`config.mk`:
```
export PLATFORM = sky130hd
export DESIGN_NAME = lcd_bus_rx
export DESIGN_NICKNAME = d
export VERILOG_FILES = /design/src/rtl/lcd_pkg.sv /design/src/rtl/lcd_bus_sync.sv /design/src/rtl/lcd_bus_rx.sv
export SDC_FILE = /design/constraint.sdc
export NUM_CORES = 1
export LEC_CHECK = 0
export BUFFER_PORTS_ARGS = -buffer_cell sky130_fd_sc_hd__buf_2
export CORE_AREA = 5 5 116 118
export CTS_CLUSTER_SIZE = 10
export DETAILED_ROUTE_END_ITERATION = 12
export DIE_AREA = 0 0 121 123
export GPL_TIMING_DRIVEN = 0
export PLACE_DENSITY = 0.79
export SETUP_SLACK_MARGIN = 0.5
export SLEW_MARGIN = 25
export SYNTH_ARGS = -nofsm -noshare
export SYNTH_HDL_FRONTEND = slang
export SYNTH_SLANG_ARGS = --single-unit
```
`constraint.sdc`:
```
create_clock -name clk -period 4.9 [get_ports clk]
set_input_delay 0.735 -clock clk [delete_from_list [all_inputs] [get_ports clk]]
set_output_delay 0.735 -clock clk [all_outputs]
set_load 0.01 [all_outputs]
```
`src/rtl/lcd_pkg.sv`:
```
// Shared definitions for the 8080-style LCD bus receiver.
package lcd_pkg;

  // Command opcodes understood by the receiver
  localparam logic [7:0] CMD_CASET  = 8'h2A;
  localparam logic [7:0] CMD_PASET  = 8'h2B;
  localparam logic [7:0] CMD_RAMWR  = 8'h2C;
  localparam logic [7:0] CMD_RAMWRC = 8'h3C;

  // Decode state of the command/data stream
  typedef enum logic [1:0] {
    ST_IDLE  = 2'd0,
    ST_CASET = 2'd1,
    ST_PASET = 2'd2,
    ST_RAMWR = 2'd3
  } lcd_state_e;

  // Bit positions inside one synchronizer stage word {cs_n, wr_n, rs, d[7:0]}
  localparam int SYNC_W     = 11;
  localparam int SYNC_CS_B  = 10;
  localparam int SYNC_WR_B  = 9;
  localparam int SYNC_RS_B  = 8;
  localparam logic [SYNC_W-1:0] SYNC_IDLE = 11'h600;

endpackage

```
`src/rtl/lcd_bus_sync.sv`:
```
// Input synchronizer for the asynchronous LCD bus plus wr_n/cs_n edge detection.
module lcd_bus_sync
  import lcd_pkg::*;
#(
  parameter int SYNC_STAGES = 2
) (
  input  logic       clk,
  input  logic       rst_n,
  input  logic [7:0] lcd_d,
  input  logic       lcd_rs,
  input  logic       lcd_wr_n,
  input  logic       lcd_cs_n,
  output logic [7:0] byte_d,
  output logic       byte_rs,
  output logic       byte_stb,
  output logic       cs_rise
);

  logic [SYNC_STAGES-1:0][SYNC_W-1:0] stage_q, stage_d;
  logic                               wr_prev_q, wr_prev_d;
  logic                               cs_prev_q, cs_prev_d;
  logic [SYNC_W-1:0]                  last_s;

  assign last_s = stage_q[SYNC_STAGES-1];

  // Shift the bus word down the synchronizer chain and remember the last strobe levels
  always_comb begin
    stage_d    = stage_q;
    stage_d[0] = {lcd_cs_n, lcd_wr_n, lcd_rs, lcd_d};
    for (int i = 1; i < SYNC_STAGES; i++) begin
      stage_d[i] = stage_q[i-1];
    end
    wr_prev_d = last_s[SYNC_WR_B];
    cs_prev_d = last_s[SYNC_CS_B];
  end

  // Synchronizer flops; reset to an idle bus (wr_n=1, cs_n=1)
  always_ff @(posedge clk) begin
    if (!rst_n) begin
      for (int i = 0; i < SYNC_STAGES; i++) begin
        stage_q[i] <= SYNC_IDLE;
      end
      wr_prev_q <= 1'b1;
      cs_prev_q <= 1'b1;
    end else begin
      stage_q   <= stage_d;
      wr_prev_q <= wr_prev_d;
      cs_prev_q <= cs_prev_d;
    end
  end

  // A byte is taken on the synchronized wr_n rising edge while cs_n is low
  assign byte_d   = last_s[7:0];
  assign byte_rs  = last_s[SYNC_RS_B];
  assign byte_stb = last_s[SYNC_WR_B] & ~wr_prev_q & ~last_s[SYNC_CS_B];
  assign cs_rise  = last_s[SYNC_CS_B] & ~cs_prev_q;

endmodule

```
`src/rtl/lcd_bus_rx.sv`:
```
// 8080 LCD bus receiver: decodes window commands and streams RGB565 pixels with coordinates.
module lcd_bus_rx
  import lcd_pkg::*;
#(
  parameter int W_COORD     = 9,
  parameter int SYNC_STAGES = 2
) (
  input  logic               clk,
  input  logic               rst_n,
  input  logic [7:0]         lcd_d,
  input  logic               lcd_rs,
  input  logic               lcd_wr_n,
  input  logic               lcd_cs_n,
  output logic [W_COORD-1:0] px_x,
  output logic [W_COORD-1:0] px_y,
  output logic [15:0]        px_data,
  output logic               px_valid,
  input  logic               px_ready,
  output logic [7:0]         cmd_byte,
  output logic               cmd_stb,
  output logic               err_ovf
);

  logic [7:0] byte_d_s;
  logic       byte_rs_s, byte_stb_s, cs_rise_s;

  lcd_bus_sync #(.SYNC_STAGES(SYNC_STAGES)) u_sync (
    .clk      (clk),
    .rst_n    (rst_n),
    .lcd_d    (lcd_d),
    .lcd_rs   (lcd_rs),
    .lcd_wr_n (lcd_wr_n),
    .lcd_cs_n (lcd_cs_n),
    .byte_d   (byte_d_s),
    .byte_rs  (byte_rs_s),
    .byte_stb (byte_stb_s),
    .cs_rise  (cs_rise_s)
  );

  lcd_state_e         state_q, state_d;
  logic [2:0]         cnt_q, cnt_d;          // CASET/PASET parameter bytes seen (saturates at 4)
  logic [23:0]        buf_q, buf_d;          // first three parameter bytes
  logic               half_q, half_d;        // high pixel byte pending
  logic [7:0]         hi_q, hi_d;
  logic [W_COORD-1:0] xs_q, xs_d, xe_q, xe_d, ys_q, ys_d, ye_q, ye_d;
  logic [W_COORD-1:0] cx_q, cx_d, cy_q, cy_d;
  logic [W_COORD-1:0] px_x_q, px_x_d, px_y_q, px_y_d;
  logic [15:0]        px_data_q, px_data_d;
  logic               px_valid_q, px_valid_d;
  logic [7:0]         cmd_byte_q, cmd_byte_d;
  logic               cmd_stb_q, cmd_stb_d;
  logic               err_q, err_d;
  logic               pix_done_s;
  logic [15:0]        start_s, end_s;

  assign start_s = {buf_q[23:16], buf_q[15:8]};
  assign end_s   = {buf_q[7:0], byte_d_s};

  // Command decode, parameter collection, pixel assembly, output handshake and cursor walk
  always_comb begin
    state_d    = state_q;
    cnt_d      = cnt_q;
    buf_d      = buf_q;
    half_d     = half_q;
    hi_d       = hi_q;
    xs_d       = xs_q;
    xe_d       = xe_q;
    ys_d       = ys_q;
    ye_d       = ye_q;
    cx_d       = cx_q;
    cy_d       = cy_q;
    px_x_d     = px_x_q;
    px_y_d     = px_y_q;
    px_data_d  = px_data_q;
    cmd_byte_d = cmd_byte_q;
    cmd_stb_d  = 1'b0;
    err_d      = err_q;
    pix_done_s = 1'b0;

    if (px_valid_q && px_ready) begin
      px_valid_d = 1'b0;
    end else begin
      px_valid_d = px_valid_q;
    end

    if (cs_rise_s) begin
      // Deselect abandons any half-received pixel or parameter list
      half_d = 1'b0;
      cnt_d  = 3'd0;
    end else if (byte_stb_s) begin
      if (!byte_rs_s) begin
        cmd_stb_d  = 1'b1;
        cmd_byte_d = byte_d_s;
        half_d     = 1'b0;
        cnt_d      = 3'd0;
        case (byte_d_s)
          CMD_CASET:  state_d = ST_CASET;
          CMD_PASET:  state_d = ST_PASET;
          CMD_RAMWR: begin
            state_d = ST_RAMWR;
            cx_d    = xs_q;
            cy_d    = ys_q;
          end
          CMD_RAMWRC: state_d = ST_RAMWR;
          default:    state_d = ST_IDLE;
        endcase
      end else begin
        case (state_q)
          ST_CASET, ST_PASET: begin
            if (cnt_q < 3'd3) begin
              buf_d = {buf_q[15:0], byte_d_s};
              cnt_d = cnt_q + 3'd1;
            end else if (cnt_q == 3'd3) begin
              cnt_d = 3'd4;
              if (state_q == ST_CASET) begin
                xs_d = start_s[W_COORD-1:0];
                xe_d = end_s[W_COORD-1:0];
              end else begin
                ys_d = start_s[W_COORD-1:0];
                ye_d = end_s[W_COORD-1:0];
              end
            end else begin
              cnt_d = cnt_q;
            end
          end
          ST_RAMWR: begin
            if (!half_q) begin
              hi_d   = byte_d_s;
              half_d = 1'b1;
            end else begin
              half_d     = 1'b0;
              pix_done_s = 1'b1;
            end
          end
          default: begin
            state_d = state_q;
          end
        endcase
      end
    end else begin
      state_d = state_q;
    end

    if (pix_done_s) begin
      if (!px_valid_q || px_ready) begin
        px_valid_d = 1'b1;
        px_x_d     = cx_q;
        px_y_d     = cy_q;
        px_data_d  = {hi_q, byte_d_s};
      end else begin
        err_d = 1'b1;
      end
      if (cx_q == xe_q) begin
        cx_d = xs_q;
        if (cy_q == ye_q) begin
          cy_d = ys_q;
        end else begin
          cy_d = cy_q + W_COORD'(1);
        end
      end else begin
        cx_d = cx_q + W_COORD'(1);
      end
    end else begin
      err_d = err_q;
    end
  end

  // State and output registers with synchronous active-low reset
  always_ff @(posedge clk) begin
    if (!rst_n) begin
      state_q    <= ST_IDLE;
      cnt_q      <= 3'd0;
      buf_q      <= 24'd0;
      half_q     <= 1'b0;
      hi_q       <= 8'd0;
      xs_q       <= {W_COORD{1'b0}};
      xe_q       <= {W_COORD{1'b1}};
      ys_q       <= {W_COORD{1'b0}};
      ye_q       <= {W_COORD{1'b1}};
      cx_q       <= {W_COORD{1'b0}};
      cy_q       <= {W_COORD{1'b0}};
      px_x_q     <= {W_COORD{1'b0}};
      px_y_q     <= {W_COORD{1'b0}};
      px_data_q  <= 16'd0;
      px_valid_q <= 1'b0;
      cmd_byte_q <= 8'd0;
      cmd_stb_q  <= 1'b0;
      err_q      <= 1'b0;
    end else begin
      state_q    <= state_d;
      cnt_q      <= cnt_d;
      buf_q      <= buf_d;
      half_q     <= half_d;
      hi_q       <= hi_d;
      xs_q       <= xs_d;
      xe_q       <= xe_d;
      ys_q       <= ys_d;
      ye_q       <= ye_d;
      cx_q       <= cx_d;
      cy_q       <= cy_d;
      px_x_q     <= px_x_d;
      px_y_q     <= px_y_d;
      px_data_q  <= px_data_d;
      px_valid_q <= px_valid_d;
      cmd_byte_q <= cmd_byte_d;
      cmd_stb_q  <= cmd_stb_d;
      err_q      <= err_d;
    end
  end

  assign px_x     = px_x_q;
  assign px_y     = px_y_q;
  assign px_data  = px_data_q;
  assign px_valid = px_valid_q;
  assign cmd_byte = cmd_byte_q;
  assign cmd_stb  = cmd_stb_q;
  assign err_ovf  = err_q;

endmodule

```
==> results of run 1 <==
placed cells by master (no fill, tap or decap), types with 3 or more instances in the layout:
master and n:
nand2_1 212, dfxtp_1 154, a21oi_1 89, buf_2 59
clkbuf_1 42, nor2_1 36, nand3_1 29, and2_1 21
xnor2_1 18, clkbuf_16 17, nor3_1 14, mux2i_1 9
o21ai_0 9, inv_1 8, nand2b_1 8, o21ai_1 7
xor2_1 6, ha_1 6, a211oi_1 5, and3_1 4
nand4_1 4, clkinv_4 4, bufinv_16 4, o22ai_1 3
mux2_2 3, a211oi_2 3, a311oi_1 3, clkbuf_8 3
stage by stage:
step,util,total power [W],hold slack [ns],instances
2_1_floorplan,-,0.00132,0.386,729
3_3_place_gp,0.526,0.00135,0.391,959
3_5_place_dp,0.526,0.00135,0.391,959
4_1_cts,0.579,0.00276,0.412,991
5_1_grt,0.579,0.00282,0.434,991
6_report,0.579,0.00275,0.407,991
power breakdown:
part / internal, W / switching [W] / total, W
logic: 0.0000152 / 0.0000371 / 0.0000523
clock network: 0.000899 / 0.000528 / 0.00143
registers: 0.00126 / 0.00000804 / 0.00127
per-layer routing:
layer / share of wire / vias to the layer above
met3: 0.060 / 37
met5: 0 / -
met1: 0.43 / 2509
met2: 0.47 / 176
met4: 0.033 / 0
li1: - / 2589
critical path, stage by stage (launching register included):
cell and delay, ns:
dfxtp_1 0.35, nand4bb_1 0.42, or2_1 0.32, clkbuf_1 0.22
nor4_2 0.65, nand2b_1 0.32, a211oi_1 0.29, a311oi_1 0.07
cell type report:
| class | instances | share of cell area |
|---|---|---|
| clock buffers | 20 | 0.0652 |
| plain buffers | 46 | 0.0254 |
| repair buffers | 58 | 0.0406 |
| inverters | 9 | 0.00472 |
| well taps | 172 | 0.0301 |
| flip-flops and latches | 154 | 0.431 |
| multi-input cells | 520 | 0.377 |
| clock inverters | 12 | 0.0259 |
cells by family after synthesis:
kind of cell    Yosys count  share of synthesized area
simple gates            347                      0.257
compound gates          131                      0.125
fa+ha+maj                 6                     0.0125
buf+inv                  55                     0.0359
xor+xnor                 24                     0.0350
mux                      12                     0.0207
flops                   154                      0.514
state kept, by name, summed over array words and instances, names as in the netlist, 2 cells and up:
signal	count
u_sync.last_s	11
cnt_q	3
hi_q	8
buf_q	17
ys_q	9
px_x	9
state_q	2
cy_q	9
px_y	9
u_sync.stage_d	11
px_data	16
ye_q	9
cmd_byte	8
cx_q	9
xe_q	9
xs_q	9
worst paths after layout:
kind / end / slack (ns) / start / depth (start not counted)
max: cy_q[0] / 2.11 / u_sync.last_s[10] / 7
min: u_sync.last_s[10] / 0.41 / u_sync.stage_d[21] / 1
max reg2reg: cy_q[0] / 2.11 / u_sync.last_s[10] / 7
min reg2reg: u_sync.last_s[10] / 0.41 / u_sync.stage_d[21] / 1
==> impl_results.md, run 1 <==
- WS Path Type: flip-flop to flip-flop
- Gr usage total: 0.211
- CP startpoint kind: flip-flop
- Gp weighted congestion: 0.936
- Pleak: 2.76 nW
- Initial core utilization: 0.485
- ANT cells: 0
- Number of synthesis warnings: 0
- Synth area leader: dfxtp_1
- HPWL Detailed: 10.2 mm
- Multi-input logic area: 0.00270 mm^2
- Met1 GRT Util: 0.268
- Setup Total Neg Slack: 0 ns
- Top area cells in the synthesized netlist: dfxtp_1 (51%), nand2_1 (13%), a21oi_1 (7.4%)
- Final setup fails: 0
- PortBufs: 58
- Design area: 0.00716 mm^2
- Max H-tree Level: 4
- Post-synth EDFFs: 0
- Layer with the highest usage: met2
- Antenna violations before repair: 0
- Drt drc: 0
- Placed inst area: 0.00650 mm^2
- Crit path time final: 2.79 ns
- Fin. Hold Viols: 0
- Post-Route WL: 15.4 mm
- Post-Synthesis Cells: between 700 and 800
- #FFs+latches synth: 154
- Run status: finished, final reports clean
- Row count: 41
- CTS tree: done
- Area share of the largest cell type after synthesis: 0.514
- Min setup slack post-route: 2.11 ns
- Normalized max-slew margin: 0.470
- Worst path arrival time: 3.06 ns
- Initial drt markers: 518
- # hold bufs at CTS: 0
- Area growth, synth to finish: 19.3%
- Register Area: 0.00308 mm^2
- Mean Syn Cell Area: 8.23 um^2
- Synthesized area: 0.00600 mm^2
- Final Max Tran Viols: 0
- Clock latency at the later pin of the worst-skew pair: approximately 0.42 ns
- Die width: roughly 120 um
- Sequential fraction of the synthesis area: 0.514
- Via density: between 5 and 6
- Fillers: 1109
- CP Max Fanout: 7
- Fmax: around 0.36 GHz
- Maximum buffer depth of the clock tree: 2
- Main synth FF type: dfxtp_1
- Min-delay worst type: flip-flop to flip-flop
- First-pass GRT wire length: between 20 and 25 mm
- Die Y-Extent: 123 um
- Nets@finish: approximately 830
- Max-cap viol count: 0
- Core ar.: 0.0124 mm^2
- Antenna-violating nets left: 0
- Crit share post-route: 0.569
- Vias in the first global route: 4984
- WL/cell: between 15 and 20 um
- M3 GR Usage: 0.0425
- Crit path capture type: flip-flop
- Cell Pwr Density: about 380 mW/mm^2
- Async set-or-reset flop fraction in the synthesized netlist: 0
- Via count: 5311
- Setup Skew: slightly below 0.01 ns
- Share of layout cells above drive strength 1: 0.131
- CTS Buf Count: 17
- Worst-Margin Slew: 0.788 ns
- Sink Count: 154
- PostCTS Resize Cnt: 0
- Initial DRT Pass Iterations: 5
- CTS clk-pin slew, worst paths: about 0.06 ns
- Die ar.: 0.0149 mm^2
- Clock Root Buffer: clkbuf_16
- Worst vdd ir: 0.360 mV
- RSZ-0062 raised after global routing: no
- Met2 usage: 0.345
- Pre-CTS setup slack: approximately 2.2 ns
- Gr ovfl total: 0
- Largest net degree at the start of global routing: 17
- Yosys cell types: 50
- Post-Synthesis Net Count: 749
- CP required: 5.17 ns
- Top cells by count, synth: nand2_1 (212), dfxtp_1 (154), a21oi_1 (89)
- Setup Buffers After CTS: 0
- Count leader, synth: nand2_1
- I/O pin cnt: 59
Note: power is estimated with default switching activity, not from simulation.
==> run 2, diff against run 1 <==
--- a/config.mk
+++ b/config.mk
@@ -5,13 +5,14 @@
 export SDC_FILE = /design/constraint.sdc
 export NUM_CORES = 1
 export LEC_CHECK = 0
+export ABC_AREA = 1
 export BUFFER_PORTS_ARGS = -buffer_cell sky130_fd_sc_hd__buf_2
-export CORE_AREA = 5 5 116 118
+export CORE_AREA = 5 5 118 120
 export CTS_CLUSTER_SIZE = 10
 export DETAILED_ROUTE_END_ITERATION = 12
-export DIE_AREA = 0 0 121 123
+export DIE_AREA = 0 0 123 125
 export GPL_TIMING_DRIVEN = 0
-export PLACE_DENSITY = 0.79
+export PLACE_DENSITY = 0.82
 export SETUP_SLACK_MARGIN = 0.5
 export SLEW_MARGIN = 25
 export SYNTH_ARGS = -nofsm -noshare
==> constraint.sdc (replaced) <==
create_clock -name clk -period 2.55 [get_ports clk]
set_input_delay 0.3825 -clock clk [delete_from_list [all_inputs] [get_ports clk]]
set_output_delay 0.3825 -clock clk [all_outputs]
set_load 0.01 [all_outputs]
==> run 2 against run 1 <==
Clock skew rose by 0.00085 ns. Critical path depth rose by 3. Hold slack got worse by 0.27 ns. Combinational power rose by 110%. Setup slack got worse by 1.6 ns. Synthesized cell count rose by 9.2%. Flip-flop and latch count did not move. Critical endpoint is now cx_q[1]. Die area rose by 3.3%. Maximum frequency rose by 39%. Clock-buffer cell count fell by 2. Sequential share of layout area fell by 1.1 points.
==> impl_results.md, run 2 <==
- Run status: finished, final reports clean (unchanged)
- ANT cells: 0 (unchanged)
- Initial DRT Pass Iterations: 5 (unchanged)
- First-pass GRT wire length: 25.3 mm (was 24.6 mm)
- Sink Count: 154 (unchanged)
- Clock Root Buffer: clkbuf_16 (unchanged)
- Placed inst area: 0.00672 mm^2 (was 0.00650 mm^2)
- Multi-input logic area: 0.00261 mm^2 (was 0.00270 mm^2)
- WS Path Type: flip-flop to flip-flop (unchanged)
- HPWL Detailed: 11.0 mm (was 10.2 mm)
- Fin. Hold Viols: 0 (unchanged)
- Final core utilization: 0.571 (was 0.579)
- CP Max Fanout: 10 (was 7)
- CP required: 2.87 ns (was 5.17 ns)
- Cell Pwr Density: 707 mW/mm^2 (was 384 mW/mm^2)
- WL/cell: 14.7 um (was 15.5 um)
- Via count: 5483 (was 5311)
- Core ar.: 0.0129 mm^2 (was 0.0124 mm^2)
- Final Max Tran Viols: 0 (unchanged)
- Largest net degree at the start of global routing: 17 (unchanged)
- CP startpoint kind: flip-flop (unchanged)
- Maximum buffer depth of the clock tree: 2 (unchanged)
- I/O pin cnt: 59 (unchanged)
- Nets@finish: 892 (was 826)
- Biggest register: buf_q (unchanged)
- Yosys cell types: 34 (was 50)
- Initial drt markers: 571 (was 518)
- Post-synth EDFFs: 0 (unchanged)
- Crit path time final: 2.00 ns (was 2.79 ns)
- Worst Setup EP: cx_q[1] (was cy_q[0])
- Share of layout cells above drive strength 1: 0.145 (was 0.131)
- Gr ovfl total: 0 (unchanged)
- Synthesized area: 0.00621 mm^2 (was 0.00600 mm^2)
- Worst-Margin Slew: 0.619 ns (was 0.788 ns)
- Normalized max-slew margin: 0.587 (was 0.470)
- Fmax: 0.499 GHz (was 0.359 GHz)
- Setup Skew: 0.0107 ns (was 0.00990 ns)
- Count leader, synth: dfxtp_1 (was nand2_1)
- Synth area leader: dfxtp_1 (unchanged)
- Top area cells in the synthesized netlist: dfxtp_1 (50%), nand2_1 (8.5%), a21oi_1 (7.5%) (was dfxtp_1 (51%), nand2_1 (13%), a21oi_1 (7.4%))
- PortBufs: 57 (was 58)
- Row count: 42 (was 41)
- Final Power: 0.00520 W (was 0.00275 W)
- CTS tree: done (unchanged)
- Placed cells: 1029 (was 959)
- Post-Synthesis Cells: 796 (was 729)
- Fin cells: 1061 (was 991)
- Mean Syn Cell Area: 7.80 um^2 (was 8.23 um^2)
- Max H-tree Level: 4 (unchanged)
- Gr usage total: 0.209 (was 0.211)
- CTS Buf Count: 17 (unchanged)
- Worst vdd ir: 0.507 mV (was 0.360 mV)
- Die ar.: 0.0154 mm^2 (was 0.0149 mm^2)
- Pleak: 3.28 nW (was 2.76 nW)
- Antenna violations before repair: 0 (unchanged)
- Drt drc: 0 (unchanged)
- Max-cap viol count: 0 (unchanged)
- Vias in the first global route: 5212 (was 4984)
- Gp weighted congestion: 0.931 (was 0.936)
- Commonest cells after routing, fill and taps aside: dfxtp_1 (154), nand2_1 (140), a21oi_1 (93) (was nand2_1 (212), dfxtp_1 (154), a21oi_1 (89))
- Critical Path Source: u_sync.last_s[6] (was u_sync.last_s[10])
- Min-delay worst type: input port to flip-flop (was flip-flop to flip-flop)
- Crit share post-route: 0.785 (was 0.569)
- Number of synthesis warnings: 0 (unchanged)
- Fillers: 1176 (was 1109)
- Design area: 0.00735 mm^2 (was 0.00716 mm^2)
- Register-to-register setup slack: 0.55 ns (was 2.11 ns)
- Post-Route WL: 15.6 mm (was 15.4 mm)
- Crit path capture type: flip-flop (unchanged)
- Sequential fraction of the synthesis area: 0.496 (was 0.514)
- Final setup fails: 0 (unchanged)
- Initial core utilization: 0.483 (was 0.485)
- Worst path arrival time: 2.32 ns (was 3.06 ns)
- Setup Buffers After CTS: 0 (unchanged)
- R2r startpoint: u_sync.last_s[6] (was u_sync.last_s[10])
- Area share of the largest cell type after synthesis: 0.496 (was 0.514)
- Reg2Reg Depth: 10 (was 7)
- Via density: 5.17 (was 5.36)
- Async set-or-reset flop fraction in the synthesized netlist: 0 (unchanged)
- Antenna-violating nets left: 0 (unchanged)
- Worst R2R End: cx_q[1] (was cy_q[0])
- Largest register FFs: 17 (unchanged)
- Main synth FF type: dfxtp_1 (unchanged)
- Die width: 123 um (was 121 um)
- Commonest non-fill, non-tap cell in the layout: dfxtp_1 (was nand2_1)
- CTS clk-pin slew, worst paths: 0.06 ns (about the same)
- Area growth, synth to finish: 18.3% (was 19.3%)
- Post-Synthesis Net Count: 816 (was 749)
- Top cells by count, synth: dfxtp_1 (154), nand2_1 (140), a21oi_1 (93) (was nand2_1 (212), dfxtp_1 (154), a21oi_1 (89))
- #FFs+latches synth: 154 (unchanged)
- Clock latency at the later pin of the worst-skew pair: 0.43 ns (was 0.42 ns)
- Register Area: 0.00308 mm^2 (unchanged)
- Die Y-Extent: 125 um (was 123 um)
- Setup Total Neg Slack: 0 ns (unchanged)
- RSZ-0062 raised after global routing: yes (was no)
==> run 2: layer usage <==
metal / GRT usage / routed length, um / vias to the layer above
li1: - / - / 2753
met1: 0.275 / 6780 / 2479
met2: 0.329 / 7220 / 218
met3: 0.0524 / 1220 / 33
met4: 0.0847 / 366 / 0
met5: 0 / 0 / -
==> run 2: per-stage QoR <==
stage          worst slack [ns]  hold slack [ns]
6_report                  0.547            0.133
3_5_place_dp              0.646            0.395
3_3_place_gp              0.633            0.393
4_1_cts                   0.630            0.124
2_1_floorplan             0.995            0.390
5_1_grt                   0.499            0.127
==> run 2: cells by family (layout without fill, tap and decap cells) <==
| group | Yosys count | in the layout | share of synthesized area |
|---|---|---|---|
| flops | 154 | 154 | 0.496 |
| fa+ha+maj | 6 | 6 | 0.0121 |
| buf+inv | 126 | 215 | 0.0838 |
| simple gates | 291 | 291 | 0.206 |
| compound gates | 192 | 192 | 0.164 |
| xor+xnor | 27 | 27 | 0.0381 |
==> run 2: timing repair <==
action / 4_1_cts / 5_1_grt
hold buffers: 0 / 0
setup endpoints to repair: 0 / 4
resized for setup: 0 / 3
==> run 2: worst min-delay path by stage <==
| stage | from | end | slack [ns] | depth (start not counted) |
|---|---|---|---|---|
| 2_1_floorplan | u_sync.stage_d[11] | u_sync.last_s[0] | 0.39 | 2 |
| 3_3_place_gp | u_sync.stage_d[15] | u_sync.last_s[4] | 0.39 | 2 |
| 3_5_place_dp | u_sync.stage_d[14] | u_sync.last_s[3] | 0.39 | 2 |
| 4_1_cts | lcd_d[7] | u_sync.stage_d[18] | 0.12 | 3 |
| 5_1_grt | lcd_d[7] | u_sync.stage_d[18] | 0.13 | 3 |
| 6_report | lcd_d[7] | u_sync.stage_d[18] | 0.13 | 3 |
==> run 2: layout make-up <==
type | instances | area share
clock inverter | 14 | 0.0266
tap | 176 | 0.0300
clock buffer | 18 | 0.0584
timing repair buffer | 57 | 0.0388
buffer | 48 | 0.0312
inverter | 78 | 0.0398
multi-input combinational | 516 | 0.356
sequential | 154 | 0.420
==> run 2: worst max-delay path: stages (launching register included) <==
cell	delay, ns
dfxtp_1	0.31
inv_1	0.31
nand4_1	0.20
nor2_1	0.36
nand2_2	0.10
buf_6	0.16
nand2_4	0.10
buf_6	0.15
nand3_1	0.09
nand3_1	0.07
inv_1	0.04
==> run 2: where the power goes <==
group	internal, W	switching (W)	leakage (nW)	total [W]
Clock	0.00164	0.00101	0.293	0.00266
Combinational	0.0000275	0.0000810	1.74	0.000108
Sequential	0.00242	0.0000106	1.25	0.00243
Total	0.00409	0.00111	3.28	0.00520
